## config.mk

```make
export PLATFORM = sky130hd
export DESIGN_NAME = pipelined_cla_adder
export DESIGN_NICKNAME = d
export VERILOG_FILES = /design/src/rtl/pipelined_cla_adder.sv
export SDC_FILE = /design/constraint.sdc
export NUM_CORES = 2
export LEC_CHECK = 0
export ABC_AREA = 1
export CAP_MARGIN = 20
export CORE_ASPECT_RATIO = 0.8
export CORE_MARGIN = 8
export CORE_UTILIZATION = 55
export DETAILED_ROUTE_END_ITERATION = 10
export DONT_BUFFER_PORTS = 1
export PLACE_DENSITY_LB_ADDON = 0.2
export SYNTH_ARGS = -nofsm -noshare
export SYNTH_HDL_FRONTEND = slang
export SYNTH_SLANG_ARGS = --single-unit
```

## constraint.sdc

```tcl
create_clock -name clk -period 2.2 [get_ports clk]
set_input_delay 0.22 -clock clk [delete_from_list [all_inputs] [get_ports clk]]
set_output_delay 0.22 -clock clk [all_outputs]
set_load 0.02 [all_outputs]
```

## src/rtl/pipelined_cla_adder.sv

```systemverilog
// Pipelined carry-lookahead adder/subtractor: one GROUP-bit CLA group is resolved per stage,
// with per-stage valid bits and a global stall driven by the output handshake.
module pipelined_cla_adder #(
  parameter int unsigned WIDTH = 64,
  parameter int unsigned GROUP = 8
) (
  input  logic             clk,
  input  logic             rst_n,
  input  logic             in_valid,
  output logic             in_ready,
  input  logic [WIDTH-1:0] num_one,
  input  logic [WIDTH-1:0] num_two,
  input  logic             cin,
  input  logic             sub,
  output logic             out_valid,
  input  logic             out_ready,
  output logic [WIDTH-1:0] S,
  output logic             cout,
  output logic             overflow
);

  localparam int unsigned STAGES = WIDTH / GROUP;

  if (WIDTH % GROUP != 0) begin : g_bad_cfg
    $error("pipelined_cla_adder: WIDTH must be a multiple of GROUP");
  end

  // Lookahead carries c[0..GROUP] of one group from group generate/propagate prefixes.
  function automatic logic [GROUP:0] cla_carries(input logic [GROUP-1:0] a,
                                                 input logic [GROUP-1:0] b,
                                                 input logic             c0);
    logic [GROUP:0] c;
    logic           gen;
    logic           prop;
    gen  = 1'b0;
    prop = 1'b1;
    c[0] = c0;
    for (int i = 0; i < GROUP; i++) begin
      gen      = (a[i] & b[i]) | ((a[i] ^ b[i]) & gen);
      prop     = prop & (a[i] ^ b[i]);
      c[i + 1] = gen | (prop & c0);
    end
    return c;
  endfunction

  logic stall;

  assign stall    = out_valid & ~out_ready;
  assign in_ready = ~stall;

  for (genvar k = 0; k < STAGES; k++) begin : g_stage
    // Rem: operand bits still unresolved on entry; Done: sum bits resolved on exit.
    localparam int unsigned Rem  = WIDTH - k * GROUP;
    localparam int unsigned Done = (k + 1) * GROUP;

    logic [Rem-1:0]   a_i;
    logic [Rem-1:0]   b_i;
    logic             c_i;
    logic             v_i;
    logic [GROUP:0]   c;
    logic [GROUP-1:0] grp_s;
    logic [Done-1:0]  s_d;
    logic [Done-1:0]  s_q;
    logic             c_q;
    logic             v_q;

    if (k == 0) begin : g_head
      assign a_i = num_one;
      assign b_i = num_two ^ {WIDTH{sub}};
      assign c_i = cin ^ sub;
      assign v_i = in_valid;
      assign s_d = grp_s;
    end else begin : g_link
      assign a_i = g_stage[k-1].g_ops.a_q;
      assign b_i = g_stage[k-1].g_ops.b_q;
      assign c_i = g_stage[k-1].c_q;
      assign v_i = g_stage[k-1].v_q;
      assign s_d = {grp_s, g_stage[k-1].s_q};
    end

    assign c     = cla_carries(a_i[GROUP-1:0], b_i[GROUP-1:0], c_i);
    assign grp_s = a_i[GROUP-1:0] ^ b_i[GROUP-1:0] ^ c[GROUP-1:0];

    always_ff @(posedge clk or negedge rst_n) begin
      if (!rst_n) begin
        v_q <= 1'b0;
        c_q <= 1'b0;
        s_q <= '0;
      end else if (!stall) begin
        v_q <= v_i;
        c_q <= c[GROUP];
        s_q <= s_d;
      end
    end

    // Only the still-unresolved upper operand bits travel to the next stage.
    if (k < STAGES - 1) begin : g_ops
      logic [Rem-GROUP-1:0] a_q;
      logic [Rem-GROUP-1:0] b_q;

      always_ff @(posedge clk or negedge rst_n) begin
        if (!rst_n) begin
          a_q <= '0;
          b_q <= '0;
        end else if (!stall) begin
          a_q <= a_i[Rem-1:GROUP];
          b_q <= b_i[Rem-1:GROUP];
        end
      end
    end else begin : g_tail
      logic ov_q;

      always_ff @(posedge clk or negedge rst_n) begin
        if (!rst_n) begin
          ov_q <= 1'b0;
        end else if (!stall) begin
          ov_q <= c[GROUP] ^ c[GROUP-1];
        end
      end
    end
  end

  assign out_valid = g_stage[STAGES-1].v_q;
  assign S         = g_stage[STAGES-1].s_q;
  assign cout      = g_stage[STAGES-1].c_q;
  assign overflow  = g_stage[STAGES-1].g_tail.ov_q;

endmodule
```

==> out/metrics.cfg <==
[sta]
fin_crit_sh_pct=94.15
tns_ns=0
finalSetupViolations=0
holdWs_ns=-0.6798
finalWorstSetupSlack_ns=0.1287
fin_skew_ns=0.01525
final_max_slew_viol_count=174
final_hold_viol_count=753
max_freq_mhz=482.8
period_minus_slack_ns=2.071
slew-limit-headroom_pct=-10.27
tightest_slew_ns=1.654

[power]
power_w=0.05105
p_leak_nw=18.38
powerDensity_mw_per_mm2=1429
power_frac_comb_pct=27.0
pwr-share-clk_pct=25.1
internal_power_w=0.03319
power.switching_w=0.01786
sw_frac_of_total_pct=34.98
ir_worst_vdd_mv=0.7116
seqPwrFrac_pct=47.9

[grt]
met3_usage_pct=4.609
grt_pass1_vias=21879
globalRouteOverflowTotal=0
antenna_found_initial=3
use_met2_pct=31.56
grt_pass1_wl_um=108200
grt_max_degree=754
grt-busiest-layer=met2
grtUsageMet1_pct=28.52
grt.total_usage_pct=20.31

[status]
outcome=finished, violations left
violations=negative hold slack, max-slew violations

[cells_and_area]
final-instance-count-excl-fill=4367
fill_cells=4419
drive_gt1_share_pct=4.871
area_growth_pct=16.61
nets=3761

[clock_network]
path_clk_slew_ns=0.06
htreeDepth=3
cts_buffers=74
root_buffer=clkbuf_16
clockBufferDepth=3
tritoncts=yes
hold_buffers=174
worstSkewPairLatency_ns=0.60
clkSinkCount=753

[detailed_routing]
drt_wl_total_um=63550
dr.pass1.iters=5
drtAntennaViolNets=0
drt_iter0_markers=1759
post_drt_wl_per_cell_um=14.55
route.vias.total=21798
drc=0
viasPerCell=4.992

[place]
place_hpwl_um=37550
io_buffer_count=0
place.gp.congestion=0.7983
pre_cts_ws_ns=0.1827
place_inst=4049

[worst_setup_path]
crit_chain=inv_1 > nor2_4 > buf_12 > clkinv_8 > buf_12
crit_required_ns=1.98
r2r_slack_ns=0.16
crit_fanout=42
max_stage_delay_ns=0.46
critPathSlowestCell=dfrtp_1
cp-start-kind=flip-flop
worst-endpoint-arrival_ns=1.85
crit_path_end_kind=primary output
crit_path_frequent_cell=buf_12
path_class=reg2out

[floorplan]
die-area_mm2=0.06356
die_w_um=279.9
core_area_mm2=0.05520
dieHeight_um=227.1
placementRows=77
start_util_pct=55.50
ios=202

[logic_synthesis]
syn_avg_cell_area_um2=8.929
syn_inst=3431
yosys_register_bits=753
yosys.cell_types.count=29
ys.warnings.count=0
synth_seq_area_share_pct=61.50
synthesis.nets=3637
syn_area_mm2=0.03064

[hold_path]
hold_class=in2async

[job]
drv_cap=0

[metrics by stage]
step	utilization, %	cell area (um^2)
3_5_place_dp	56.87	31400
6_report	64.71	35720
4_1_cts	64.57	35640
2_1_floorplan	-	30640
5_1_grt	64.71	35720
3_3_place_gp	56.87	31400
[layout make-up]
cell class              count  area, um^2  area share, %
diodes                      4       10.01        0.02802
multi-input cells        2347       10420          29.16
repair inverters            2       17.52        0.04903
repair buffers            219        2392          6.697
inverters                 158       605.6          1.695
clock buffers             116        2296          6.427
clock inverters            18       202.7         0.5674
flip-flops and latches    753       18840          52.75
well taps                 750       938.4          2.627
[Yosys cell counts (all sizes together)]
| cell type | number | area, um^2 |
|---|---|---|
| nand2 | 1791 | 6725 |
| dfrtp | 753 | 18840 |
| o21ai | 281 | 1406 |
| inv | 158 | 593.1 |
| buf | 120 | 600.6 |
| ha | 64 | 800.8 |
| xnor2 | 64 | 560.5 |
| clkbuf | 53 | 198.9 |
| nor2 | 47 | 178.9 |
| nand3 | 35 | 175.2 |
| a21oi | 16 | 83.83 |
| xor2 | 12 | 105.1 |
| fa | 8 | 160.2 |
| nand3b | 7 | 52.55 |
| a31o | 6 | 52.55 |
| or2 | 6 | 37.54 |
| a31oi | 3 | 18.77 |
| o22ai | 3 | 18.77 |
| and3 | 1 | 6.260 |
| nand4 | 1 | 6.260 |
| nor3 | 1 | 5.000 |
| o31ai | 1 | 7.510 |
[power groups by stage]
stage	Combinational (W)	Sequential [W]	Clock [W]
finish	0.0138	0.0245	0.0128
global route	0.0162	0.0253	0.0137
CTS	0.0138	0.0245	0.0131
detailed placement	0.0132	0.0246	0
global placement	0.0127	0.0245	0
floorplan	0.0104	0.0234	0
[final timing paths]
check	startpoint	cells after the start	to
setup / recovery	out_valid$_DFFE_PN0N_	5	in_ready
hold / removal	rst_n	0	S[0]$_DFFE_PN0N_
setup reg to reg	out_valid$_DFFE_PN0N_	6	g_stage[0].g_ops.b_q[26]$_DFFE_PN0N_
hold reg to reg	g_stage[6].s_q[39]$_DFFE_PN0N_	2	S[39]$_DFFE_PN0N_
max in group asynchronous	rst_n	0	g_stage[1].g_ops.b_q[23]$_DFFE_PN0N_
min in group clk	num_one[1]	3	g_stage[0].s_q[1]$_DFFE_PN0N_
[flip-flops by register name, summed over array words and instances, names as in the netlist]
name / cells
g_stage.g_ops.b_q: 224
g_stage.c_q: 7
overflow: 1
g_stage.v_q: 7
g_stage.g_ops.a_q: 224
S: 64
cout: 1
out_valid: 1
g_stage.s_q: 224
[cell usage in the layout, fill, tap and decap left out, types with 4 or more instances in the layout]
cell / n
nand2_1: 1790
dfrtp_1: 753
o21ai_0: 278
dlygate4sd3_1: 174
inv_1: 157
clkbuf_16: 79
xnor2_1: 64
ha_1: 63
nor2_1: 46
nand3_1: 35
buf_12: 25
buf_4: 20
clkbuf_1: 19
clkbuf_8: 18
a21oi_1: 15
xor2_1: 12
clkinv_2: 10
fa_1: 8
nand3b_1: 7
a31o_2: 6
diode_2: 4
bufinv_16: 4
[routing by layer]
metal / part of all wire (%) / vias up
met3: 5.1 / 104
met1: 47 / 10477
li1: - / 10839
met2: 46 / 378
met5: 0 / -
met4: 2.4 / 0
[kinds of logic after synthesis]
kind of cell             after synthesis  share of synthesized area (%)
AND/OR/NAND/NOR                     1889                          23.46
AO/OA/AOI/OAI                        310                          5.183
adder cells (fa/ha/maj)               72                          3.136
buffers and inverters                331                          4.545
flip-flops                           753                          61.50
XOR/XNOR                              76                          2.173
[critical path: cells and delay by family, from the launching register on]
| kind | cells | cell delay, ns |
|---|---|---|
| buffers and inverters | 4 | 0.63 |
| and+or+nand+nor | 1 | 0.13 |
| DFF | 1 | 0.46 |
[repair_timing]
| item | CTS | global route |
|---|---|---|
| setup buffers | 1 | 3 |
| gates resized for setup | 0 | 2 |
| endpoints found under the hold margin | 873 | 753 |
| endpoints found under the setup margin | 1 | 4 |
| gates cloned | 0 | 2 |
| pin swaps | 1 | 1 |
Power figures use the tool's default switching activity.
